File: config.mk
export PLATFORM = sky130hd
export DESIGN_NAME = stepper_monitor
export DESIGN_NICKNAME = d
export VERILOG_FILES = /design/src/rtl/stepper_monitor.sv
export SDC_FILE = /design/constraint.sdc
export NUM_CORES = 1
export LEC_CHECK = 0
export CELL_PAD_IN_SITES_DETAIL_PLACEMENT = 0
export CELL_PAD_IN_SITES_GLOBAL_PLACEMENT = 2
export CORE_UTILIZATION = 42
export CTS_CLUSTER_DIAMETER = 40
export DETAILED_ROUTE_END_ITERATION = 10
export DONT_BUFFER_PORTS = 1
export PLACE_DENSITY = 0.92
export RECOVER_POWER = 100
export SYNTH_ARGS = -nofsm -noshare
export SYNTH_HDL_FRONTEND = slang
export SYNTH_SLANG_ARGS = --single-unit
File: constraint.sdc
create_clock -name clk -period 6.5 [get_ports clk]
set_input_delay 1.3 -clock clk [delete_from_list [all_inputs] [get_ports clk]]
set_output_delay 1.3 -clock clk [all_outputs]
set_load 0.02 [all_outputs]
File: src/rtl/stepper_monitor.sv
`default_nettype none
// +--------------------------------------------------------------------------+
// | stepper_monitor: decodes observed half-step coil patterns into a signed  |
// | position count, direction, step strobe, fault and stall indications.     |
// | Revision: 1.0                                                            |
// +--------------------------------------------------------------------------+
module stepper_monitor #(
  parameter int POS_WIDTH    = 16,
  parameter int DEBOUNCE     = 2,
  parameter int STALL_CYCLES = 50000
) (
  input  logic                        clk,
  input  logic                        rst,
  input  logic [3:0]                  coils,
  input  logic                        clear,
  output logic signed [POS_WIDTH-1:0] position,
  output logic                        dir,
  output logic                        step_pulse,
  output logic                        energised,
  output logic                        fault,
  output logic                        stalled
);

  localparam int DW = $clog2(DEBOUNCE + 1);
  localparam int SW = $clog2(STALL_CYCLES + 1);
  localparam logic [DW-1:0] DEB_N     = DW'(DEBOUNCE);
  localparam logic [SW-1:0] STALL_N   = SW'(STALL_CYCLES);
  localparam logic [SW-1:0] STALL_PRE = SW'(STALL_CYCLES - 1);

  typedef enum logic [1:0] {
    S_OFF   = 2'd0,
    S_RUN   = 2'd1,
    S_FAULT = 2'd2
  } state_t;

  logic [3:0]                  sync1_q, sync2_q, ref_q;
  logic [DW-1:0]               stab_q, stab_d;
  state_t                      state_q;
  logic signed [POS_WIDTH-1:0] pos_q;
  logic                        dir_q, pulse_q, energ_q, fault_q, stalled_q;
  logic [SW-1:0]               stall_cnt_q;

  logic       accept, new_off, both, step_up, step_dn, bad, cur_legal, stall_clr;
  logic [3:0] new_dec, ref_dec;
  logic [2:0] diff;

  // Returns {legal, half-step index}; 0000 and illegal patterns decode as not legal.
  function automatic logic [3:0] decode(input logic [3:0] p);
    case (p)
      4'b0001: decode = {1'b1, 3'd0};
      4'b0011: decode = {1'b1, 3'd1};
      4'b0010: decode = {1'b1, 3'd2};
      4'b0110: decode = {1'b1, 3'd3};
      4'b0100: decode = {1'b1, 3'd4};
      4'b1100: decode = {1'b1, 3'd5};
      4'b1000: decode = {1'b1, 3'd6};
      4'b1001: decode = {1'b1, 3'd7};
      default: decode = 4'b0000;
    endcase
  endfunction

  always_comb begin
    stab_d = stab_q;
    if (sync1_q != sync2_q) begin
      stab_d = DW'(1);
    end else if (stab_q != DEB_N) begin
      stab_d = stab_q + DW'(1);
    end
    new_dec   = decode(sync2_q);
    ref_dec   = decode(ref_q);
    accept    = (stab_q == DEB_N) && (sync2_q != ref_q);
    new_off   = (sync2_q == 4'b0000);
    both      = new_dec[3] && ref_dec[3];
    diff      = new_dec[2:0] - ref_dec[2:0];
    step_up   = accept && both && (diff == 3'd1);
    step_dn   = accept && both && (diff == 3'd7);
    bad       = accept && ((!new_dec[3] && !new_off) ||
                           (both && (diff != 3'd1) && (diff != 3'd7)));
    cur_legal = accept ? new_dec[3] : ref_dec[3];
    stall_clr = (state_q != S_RUN) || step_up || step_dn || bad || (accept && new_off);
  end

  always_ff @(posedge clk) begin
    if (rst) begin
      sync1_q <= 4'b0000;
      sync2_q <= 4'b0000;
      stab_q  <= '0;
    end else begin
      sync1_q <= coils;
      sync2_q <= sync1_q;
      stab_q  <= stab_d;
    end
  end

  always_ff @(posedge clk) begin
    if (rst) begin
      ref_q       <= 4'b0000;
      state_q     <= S_OFF;
      pos_q       <= '0;
      dir_q       <= 1'b0;
      pulse_q     <= 1'b0;
      energ_q     <= 1'b0;
      fault_q     <= 1'b0;
      stall_cnt_q <= '0;
      stalled_q   <= 1'b0;
    end else begin
      pulse_q <= 1'b0;
      energ_q <= cur_legal;
      if (accept) begin
        ref_q <= sync2_q;
      end

      // Clear overrides any step or fault event seen in the same cycle.
      if (clear) begin
        pos_q   <= '0;
        fault_q <= 1'b0;
        state_q <= cur_legal ? S_RUN : S_OFF;
      end else begin
        case (state_q)
          S_OFF: begin
            if (bad) begin
              state_q <= S_FAULT;
              fault_q <= 1'b1;
            end else if (accept && new_dec[3]) begin
              state_q <= S_RUN;
            end
          end
          S_RUN: begin
            if (bad) begin
              state_q <= S_FAULT;
              fault_q <= 1'b1;
            end else if (step_up) begin
              pos_q   <= pos_q + POS_WIDTH'(1);
              dir_q   <= 1'b1;
              pulse_q <= 1'b1;
            end else if (step_dn) begin
              pos_q   <= pos_q - POS_WIDTH'(1);
              dir_q   <= 1'b0;
              pulse_q <= 1'b1;
            end else if (accept && new_off) begin
              state_q <= S_OFF;
            end
          end
          default: ;
        endcase
      end

      if (stall_clr) begin
        stall_cnt_q <= '0;
        stalled_q   <= 1'b0;
      end else begin
        if (stall_cnt_q != STALL_N) begin
          stall_cnt_q <= stall_cnt_q + SW'(1);
        end
        if (stall_cnt_q >= STALL_PRE) begin
          stalled_q <= 1'b1;
        end
      end
    end
  end

  assign position   = pos_q;
  assign dir        = dir_q;
  assign step_pulse = pulse_q;
  assign energised  = energ_q;
  assign fault      = fault_q;
  assign stalled    = stalled_q;

endmodule
`default_nettype wire

==> reports/results.txt, run 1 <==
run status -> complete, no violations
Yosys reg bits -> 61
Post-CTS Repair Setup Buffers -> 0
Net Sw Frac -> 0.245
total power -> 774 uW
fin crit period -> 4.35 ns
CTS tree -> done
placed insts -> 480
max_cap viols -> 0
commonest non-fill, non-tap cell in the layout -> dfxtp_1
Gate Count Post-Synth -> 392
most frequent cells in the layout -> dfxtp_1, nor2_1, nand2_1
Post-synth EDFFs -> 0
Layout area overhead -> 7.20%
Die X -> 90.9 um
min-delay worst type -> register to register
start point of the critical path -> sync2_q[1]$_SDFF_PP0_
Die ar. -> 8270 sq um
Fin Hold WS -> 0.509 ns
worst hold path startpoint -> stall_cnt_q[15]$_SDFFE_PP0P_
number of remaining DRC errors -> 0
wire length of the first global-routing pass -> 12100 um
Slowest Stage Delay on Critical Path -> 0.93 ns
syn_area_per_cell -> 8.47 sq um
largest net degree at the start of global routing -> 26
grt ovf -> 0
die height -> 90.9 um
worst slack, placed -> 2.99 ns
RePlAce Congestion -> 0.851
kind of critical path -> register to register
total track usage -> 0.181
number of global-route vias before repair -> 2655
Starting DRT DRC Count -> 92
Reg clk slew, reported paths -> 0.08 ns
Placement Rows -> 32
fin util -> 0.463
TNS Setup -> 0 ns
Max Clk Rate -> 230 MHz
ys async rst share -> 0
Int Pwr -> 584 uW
Vias/cell -> 5.30
Sw Pwr -> 189 uW
ys flop type -> dfxtp_1
Mapped Nets -> 419
core area -> 7690 sq um
post-layout instance area -> 3560 sq um
nets@finish -> 416
Slew Viols, Final -> 0
Max Clock Skew -> 0.0147 ns
fin worst setup slack -> 2.15 ns
RSZ-0062 raised after global routing -> no
part of the power in combinational logic -> 0.041
Tcrit/Tclk final -> 0.669
CTS Buf Count -> 9
relative slew slack -> 0.304
wire per inst -> 13.7 um
CTS H-Tree Depth -> 3
Resized Gates After CTS -> 0
Routed WL -> 6790 um
Antenna Cells -> 0
Worst Tran Pin Value -> 1.03 ns
Pleak -> 1.35 nW
drt first pass iters -> 4
clock share of power -> 0.459
cts hold-fix bufs -> 0
Ys Warns -> 0
critical-path cell list -> xor2_1 -> o41ai_1 -> nor3_1 -> nand2_1 -> inv_1 -> fa_1 -> nor2b_1 -> o2111ai_1 -> nand2_1 -> nand3_1 -> a31oi_1 -> xnor2_1 -> a21oi_1
Yosys cell types -> 55
clock latency on the worst-skew pair -> 0.34 ns
crit path capture type -> register
CP dominant cell by count -> nand2_1
Cell Area, Placed -> 3390 sq um
Syn Std Cell Area -> 3320 sq um
num ports -> 28
CP startpoint kind -> register
Hold Fails Final Rpt -> 0
Reg power frac -> 0.500
CTS sink cnt -> 61
initial antenna violation count -> 0
PD cells -> 217 nW/um^2
CTS max path bufs -> 2
post-DP HPWL -> 4760 um
worst path required time -> 6.71 ns
Setup Viol. Count Final -> 0
fin cells -> 496
Initial Utilization -> 0.432
PortBufs -> 0
clk root buf -> clkbuf_8
antenna violation net count after detailed routing -> 0
crit path max fanout -> 18
Critical Path AT -> 4.56 ns
CP max-delay cell -> o41ai_1
FF-to-FF Start -> sync2_q[1]$_SDFF_PP0_
routed vias -> 2630
maximum vdd drop -> 0.000113 V
sequential area share after synthesis -> 0.368
share of cells above drive strength 1 -> 0.0609
## area by class of cell
| class | count | area, sq um |
|---|---|---|
| Clock buffer | 10 | 138 |
| Clock inverter | 6 | 71.3 |
| Fill cell | 778 | 4130 |
| Inverter | 18 | 67.6 |
| Multi-Input combinational cell | 298 | 1930 |
| Sequential cell | 61 | 1220 |
| Tap cell | 102 | 128 |
| Timing Repair Buffer | 1 | 3.75 |
## metal layers
layer / track usage / wire [um] / up-vias
li1: - / - / 1362
met1: 0.215 / 3200 / 1204
met3: 0.0471 / 252 / 18
met4: 0.107 / 185 / 0
met5: 0 / 0 / -
met2: 0.292 / 3150 / 46
## critical path, delay by kind of cell (launching register included)
kind	cells	cell delay (ns)
fa+ha+maj	1	0.46
simple gates	5	1.38
compound gates	4	1.40
xor+xnor	2	0.27
flops	1	0.43
buf+inv	1	0.28
## flip-flops by register name, indices dropped and copies added (netlist names)
name and count:
fault 1, new_dec 4, energised 1, sync2_q 4
ref_dec 4, sync1_q 4, step_pulse 1, stab_q 2
stall_cnt_q 16, ref_q 4, position 16, dir 1
stalled 1, state_q 2
## power groups by stage
stage / registers, mW / logic, mW / clock network, mW
after global placement: 0.395 / 0.0330 / 0
after global routing: 0.388 / 0.0364 / 0.384
after floorplan: 0.392 / 0.0327 / 0
final: 0.387 / 0.0315 / 0.356
after CTS: 0.387 / 0.0335 / 0.367
after detailed placement: 0.396 / 0.0334 / 0
## Yosys cell counts (all sizes together) (3+ instances only)
cell     n  area share
nor2b   11       0.021
o21ai   13       0.020
a211oi   3      0.0083
dfxtp   61        0.37
a21oi   32       0.048
inv     18       0.020
xor2    11       0.029
buf      5      0.0098
mux2i   10       0.030
a21o     6       0.014
nand4    9       0.017
nor4     4      0.0094
nor3b    3      0.0068
xnor2   22       0.060
nand3   17       0.027
clkbuf  10       0.011
nand2   34       0.039
or3      3      0.0057
o21a     3      0.0068
nor4b    3      0.0098
a31oi    4      0.0075
ha      18       0.068
and3     4      0.0075
nor3    13       0.021
nor2    51       0.058
## cells by family (layout without fill, tap and decap cells)
kind of cell,count (synthesis),count (layout),synth area share
mux,11,11,0.0335
flops,61,61,0.368
simple gates,155,155,0.228
fa+ha+maj,20,20,0.0799
xor+xnor,34,34,0.0961
buf+inv,33,35,0.0414
compound gates,78,78,0.154
## path summary, 6_finish.rpt
path,depth (start not counted),slack [ns],endpoint
max,13,2.15,position[14]$_SDFFE_PP0P_
min,2,0.51,stall_cnt_q[15]$_SDFFE_PP0P_
min reg2reg,2,0.51,stall_cnt_q[15]$_SDFFE_PP0P_
max reg2reg,13,2.15,position[14]$_SDFFE_PP0P_
No activity file was read; power rests on OpenSTA's default activity.
==> run 2: changes to the inputs <==
CORE_UTILIZATION = 35   (was 42)
PLACE_DENSITY = 0.82   (was 0.92)
clock period = 4 ns   (was 6.5 ns; I/O delays follow)
==> run 2 against run 1 <==
Against the previous run: critical path depth grew 3; hold slack improved by 0.0030 ns; sequential share of layout area down 0.36 points; critical endpoint unchanged; critical path type unchanged; core utilization shrank 7.2 points; first-iteration DRC count is 35% lower; total power grew 64%; largest cell class unchanged.
==> reports/results.txt, run 2 (same netlist as run 1, synthesis figures left out) <==
Hold Fails Final Rpt -> 0 (unchanged)
Setup Viol. Count Final -> 0 (unchanged)
num ports -> 28 (unchanged)
wire per inst -> 13.9 um (+1.8%)
CTS H-Tree Depth -> 3 (unchanged)
fin worst setup slack -> 0.504 ns (-1.64 ns)
most frequent cells in the layout -> dfxtp_1, nor2_1, nand2_1
TNS Setup -> 0 ns (unchanged)
R2R Path End -> position[14]$_SDFFE_PP0P_
Vias/cell -> 5.24 (-1.2%)
commonest non-fill, non-tap cell in the layout -> dfxtp_1
min-delay worst type -> register to register
largest net degree at the start of global routing -> 26 (unchanged)
Die ar. -> 9880 sq um (+20%)
Tcrit/Tclk final -> 0.874 (+0.205)
CTS tree -> done
met3 Use GR -> 0.0415 (-0.00568)
crit path max fanout -> 18 (unchanged)
worst path required time -> 4.20 ns (-2.51 ns)
GRT met2 Usage -> 0.260 (-0.0315)
nets@finish -> 417 (+0.24%)
RSZ-0062 raised after global routing -> no
start point of the critical path -> new_dec[0]$_DFF_P_
Post-CTS Repair Setup Buffers -> 0 (unchanged)
global routing's busiest layer -> met2
number of global-route vias before repair -> 2493 (-6.1%)
max_cap viols -> 0 (unchanged)
Layout area overhead -> 8.33%
Reg clk slew, reported paths -> 0.08 ns (about the same)
clk root buf -> clkbuf_8
worst hold stages -> 2 (unchanged)
share of cells above drive strength 1 -> 0.0684 (+0.00744)
core area -> 9200 sq um (+20%)
CTS sink cnt -> 61 (unchanged)
CP startpoint kind -> register
wire length of the first global-routing pass -> 11800 um (-1.9%)
crit path capture type -> register
relative slew slack -> 0.379 (+0.0755)
Register-to-Register Path Depth -> 16 (+3)
drt first pass iters -> 4 (unchanged)
die height -> 99.4 um (+9.3%)
Pleak -> 1.36 nW (+0.98%)
Max Clk Rate -> 286 MHz (+24%)
CTS Buf Count -> 9 (unchanged)
number of remaining DRC errors -> 0 (unchanged)
worst slack, placed -> 0.493 ns (-2.50 ns)
Critical Path AT -> 3.69 ns (-0.87 ns)
total track usage -> 0.154 (-0.0267)
routed vias -> 2652 (+0.84%)
grt ovf -> 0 (unchanged)
PD cells -> 352 nW/um^2 (+62%)
CTS max path bufs -> 2 (unchanged)
Worst Tran Pin Value -> 0.928 ns (-0.102 ns)
Routed WL -> 7050 um (+3.9%)
initial antenna violation count -> 0 (unchanged)
Max Clock Skew -> 0.0166 ns (+0.00190 ns)
R2R Setup Slk -> 0.50 ns (-1.64 ns)
Die X -> 99.4 um (+9.3%)
Worst Hold End -> stall_cnt_q[13]$_SDFFE_PP0P_
maximum vdd drop -> 0.000165 V (+46%)
Initial Utilization -> 0.361 (-0.0709)
Slew Viols, Final -> 0 (unchanged)
FF-to-FF Start -> new_dec[0]$_DFF_P_
RePlAce Congestion -> 0.776 (-8.8%)
fin crit period -> 3.50 ns (-0.855 ns)
Starting DRT DRC Count -> 60 (-35%)
post-DP HPWL -> 5000 um (+5.2%)
cts hold-fix bufs -> 0 (unchanged)
Placement Rows -> 35 (+9.4%)
met1 usage -> 0.180 (-0.0344)
Resized Gates After CTS -> 0 (unchanged)
worst hold path startpoint -> stall_cnt_q[13]$_SDFFE_PP0P_
antenna violation net count after detailed routing -> 0 (unchanged)
run status -> complete, no violations
PortBufs -> 0 (unchanged)
clock latency on the worst-skew pair -> 0.35 ns (about the same)
Antenna Cells -> 0 (unchanged)
kind of critical path -> register to register
run 2: changes by cell type in the layout (fill, tap and decap cells not counted), sizes merged:
cell and change:
buf +1
run 2: worst max-delay path by stage:
| stage | endpoint | slack, ns | depth (start not counted) |
|---|---|---|---|
| global route | position[14]$_SDFFE_PP0P_ | 0.16 | 16 |
| CTS | position[7]$_SDFFE_PP0P_ | 0.45 | 13 |
| finish | position[14]$_SDFFE_PP0P_ | 0.50 | 16 |
| global placement | position[15]$_SDFFE_PP0P_ | 0.51 | 13 |
| detailed placement | position[7]$_SDFFE_PP0P_ | 0.49 | 13 |
| floorplan | position[7]$_SDFFE_PP0P_ | 0.86 | 15 |
run 2: worst max-delay path, cell delays in order (launching register included):
cell       delay, ns
dfxtp_1         0.30
inv_1           0.04
ha_1            0.14
inv_1           0.05
fa_1            0.36
xnor3_1         0.27
nor2_1          0.08
nand2_2         0.32
inv_1           0.24
fa_1            0.43
nor2b_1         0.22
o2111ai_1       0.13
nand2_1         0.19
nand3_1         0.12
a31oi_1         0.23
xnor2_1         0.14
a21oi_1         0.08
run 2: power by group:
part / switching (mW) / internal [mW] / total (mW)
sequential: 0.0121 / 0.617 / 0.629
combinational: 0.0281 / 0.0242 / 0.0523
clock: 0.275 / 0.309 / 0.584
total: 0.316 / 0.950 / 1.27
run 2: stage by stage:
| stage | area, sq um | power, mW | hold slack [ns] | util | cells |
|---|---|---|---|---|---|
| after global placement | 3400 | 0.698 | 0.486 | 0.370 | 490 |
| after CTS | 3610 | 1.29 | 0.490 | 0.393 | 506 |
| after detailed placement | 3400 | 0.698 | 0.499 | 0.370 | 490 |
| final | 3600 | 1.27 | 0.512 | 0.391 | 506 |
| after floorplan | 3320 | 0.690 | 0.466 | - | 392 |
| after global routing | 3600 | 1.32 | 0.485 | 0.391 | 506 |
run 2: per-layer routing:
layer  up-vias  share of wire
met5         -              0
met4         0          0.019
met3        12          0.031
met2        35           0.47
met1      1230           0.48
li1       1375              -
run 2: final cells by class:
class	instances	area (sq um)
fill	945	5600
clock buffer	10	138
inverter	18	67.6
tap	111	139
multi-input combinational	298	1950
clock inverter	6	71.3
sequential	61	1220
timing repair buffer	2	11.3
==> run 3: changes to the inputs <==
CAP_MARGIN = 20   (was not set)
MAX_ROUTING_LAYER = met4   (was not set)
==> run 3 against run 2 <==
Against the previous run: register-to-register slack is essentially flat; clock power is essentially flat; first-iteration DRC count grew 8.3%; die area is the same; non-clock buffer count is the same; critical endpoint unchanged.
==> reports/results.txt, run 3 (same netlist as run 1, synthesis figures left out) <==
CP max-delay cell -> fa_1
critical-path cell list -> inv_1 -> ha_1 -> inv_1 -> fa_1 -> xnor3_1 -> nor2_1 -> nand2_2 -> inv_1 -> fa_1 -> nor2b_1 -> o2111ai_1 -> nand2_1 -> nand3_1 -> a31oi_1 -> xnor2_1 -> a21oi_1
Worst Tran Pin Value -> 0.933 ns (+0.00471 ns)
number of global-route vias before repair -> 2489 (-0.16%)
fin util -> 0.391 (unchanged)
Die ar. -> 9880 sq um (unchanged)
cts hold-fix bufs -> 0 (unchanged)
fin worst setup slack -> 0.503 ns (-0.00104 ns)
Antenna Cells -> 0 (unchanged)
Layout area overhead -> 8.33% (unchanged)
fin crit period -> 3.50 ns (+0.00104 ns)
core area -> 9200 sq um (unchanged)
worst slack, placed -> 0.493 ns (unchanged)
PortBufs -> 0 (unchanged)
clock latency on the worst-skew pair -> 0.35 ns (about the same)
Slew Viols, Final -> 0 (unchanged)
RePlAce Congestion -> 0.787 (+1.4%)
CTS tree -> done
post-DP HPWL -> 5000 um (unchanged)
Slowest Stage Delay on Critical Path -> 0.43 ns (about the same)
TNS Setup -> 0 ns (unchanged)
relative slew slack -> 0.376 (-0.00315)
commonest non-fill, non-tap cell in the layout -> dfxtp_1
run status -> complete, no violations
worst path bufs/invs -> 3 (unchanged)
Resized Gates After CTS -> 0 (unchanged)
drt first pass iters -> 4 (unchanged)
Post-CTS Repair Setup Buffers -> 0 (unchanged)
routed vias -> 2667 (+0.57%)
grt ovf -> 0 (unchanged)
Reg clk slew, reported paths -> 0.08 ns (about the same)
CTS max path bufs -> 2 (unchanged)
Die X -> 99.4 um (unchanged)
CTS H-Tree Depth -> 3 (unchanged)
Setup Viol. Count Final -> 0 (unchanged)
PD cells -> 351 nW/um^2 (-0.22%)
largest net degree at the start of global routing -> 26 (unchanged)
crit path max fanout -> 18 (unchanged)
nets@finish -> 417 (unchanged)
RSZ-0062 raised after global routing -> no
area of the multi-input gates -> 1950 sq um (unchanged)
wire length of the first global-routing pass -> 11800 um (+0.24%)
Placement Rows -> 35 (unchanged)
Critical Path AT -> 3.69 ns (about the same)
Vias/cell -> 5.27 (+0.57%)
Hold Fails Final Rpt -> 0 (unchanged)
share of cells above drive strength 1 -> 0.0684 (unchanged)
CTS Buf Count -> 9 (unchanged)
die height -> 99.4 um (unchanged)
total power -> 1.26 mW (-0.22%)
total track usage -> 0.158 (+0.00447)
Initial Utilization -> 0.361 (unchanged)
Pleak -> 1.36 nW (unchanged)
antenna violation net count after detailed routing -> 0 (unchanged)
Max Clock Skew -> 0.0164 ns (-0.000158 ns)
family with the most delay on the worst path -> simple AND/OR/NAND/NOR gates
kind of critical path -> register to register
CTS sink cnt -> 61 (unchanged)
Sequential Area -> 1220 sq um (unchanged)
max_cap viols -> 0 (unchanged)
num ports -> 28 (unchanged)
Routed WL -> 7050 um (about the same)
maximum vdd drop -> 0.000164 V (-0.84%)
wire per inst -> 13.9 um (about the same)
min-delay worst type -> register to register
crit path capture type -> register
worst path required time -> 4.20 ns (about the same)
most frequent cells in the layout -> dfxtp_1, nor2_1, nand2_1
Max Clk Rate -> 286 MHz (about the same)
Tcrit/Tclk final -> 0.874 (about the same)
initial antenna violation count -> 0 (unchanged)
clk root buf -> clkbuf_8
CP startpoint kind -> register
CP dominant cell by count -> inv_1
number of remaining DRC errors -> 0 (unchanged)
# fillers -> 945 (unchanged)
Starting DRT DRC Count -> 65 (+8.3%)
-- run 3: cell counts in the layout (fill, tap and decap cells not counted) --
No cell type changed its count.
-- run 3: metal layers --
metal	track usage	share of wire
met1	0.182	0.48
met2	0.259	0.47
met3	0.0330	0.030
met4	0.0848	0.016
met5	-	0
-- run 3: final cells by class --
cell class,instances,share of cell area
repair buffers,2,0.00313
inverters,18,0.0188
clock inverters,6,0.0198
well taps,111,0.0386
flip-flops and latches,61,0.339
multi-input cells,298,0.542
clock buffers,10,0.0383
-- run 3: final timing paths --
| path | start | end | slack, ns | depth (start not counted) |
|---|---|---|---|---|
| worst max-delay path | new_dec[0]$_DFF_P_ | position[14]$_SDFFE_PP0P_ | 0.50 | 16 |
| worst min-delay path | stall_cnt_q[13]$_SDFFE_PP0P_ | stall_cnt_q[13]$_SDFFE_PP0P_ | 0.51 | 2 |
| worst min register to register | stall_cnt_q[13]$_SDFFE_PP0P_ | stall_cnt_q[13]$_SDFFE_PP0P_ | 0.51 | 2 |
| worst max register to register | new_dec[0]$_DFF_P_ | position[14]$_SDFFE_PP0P_ | 0.50 | 16 |
-- run 3: where the power goes --
part           leakage (nW)  internal [mW]  switching [mW]
Clock                0.0991          0.309           0.272
Sequential            0.494          0.617          0.0122
Combinational         0.767         0.0242          0.0281
Total                  1.36          0.950           0.313
-- run 3: worst register-to-register path: cells and delay by family, from the launching register on --
kind / cells / cell delay (ns)
flops: 1 / 0.30
simple gates: 5 / 0.93
fa+ha+maj: 3 / 0.93
compound gates: 3 / 0.44
xor+xnor: 2 / 0.41
buf+inv: 3 / 0.33
-- run 3: metrics by stage --
stage                     instances  hold WS, ns  instance area, sq um
after global routing            506        0.490                  3600
after global placement          490        0.486                  3400
after detailed placement        490        0.499                  3400
after floorplan                 392        0.466                  3320
final                           506        0.514                  3600
after CTS                       506        0.490                  3610
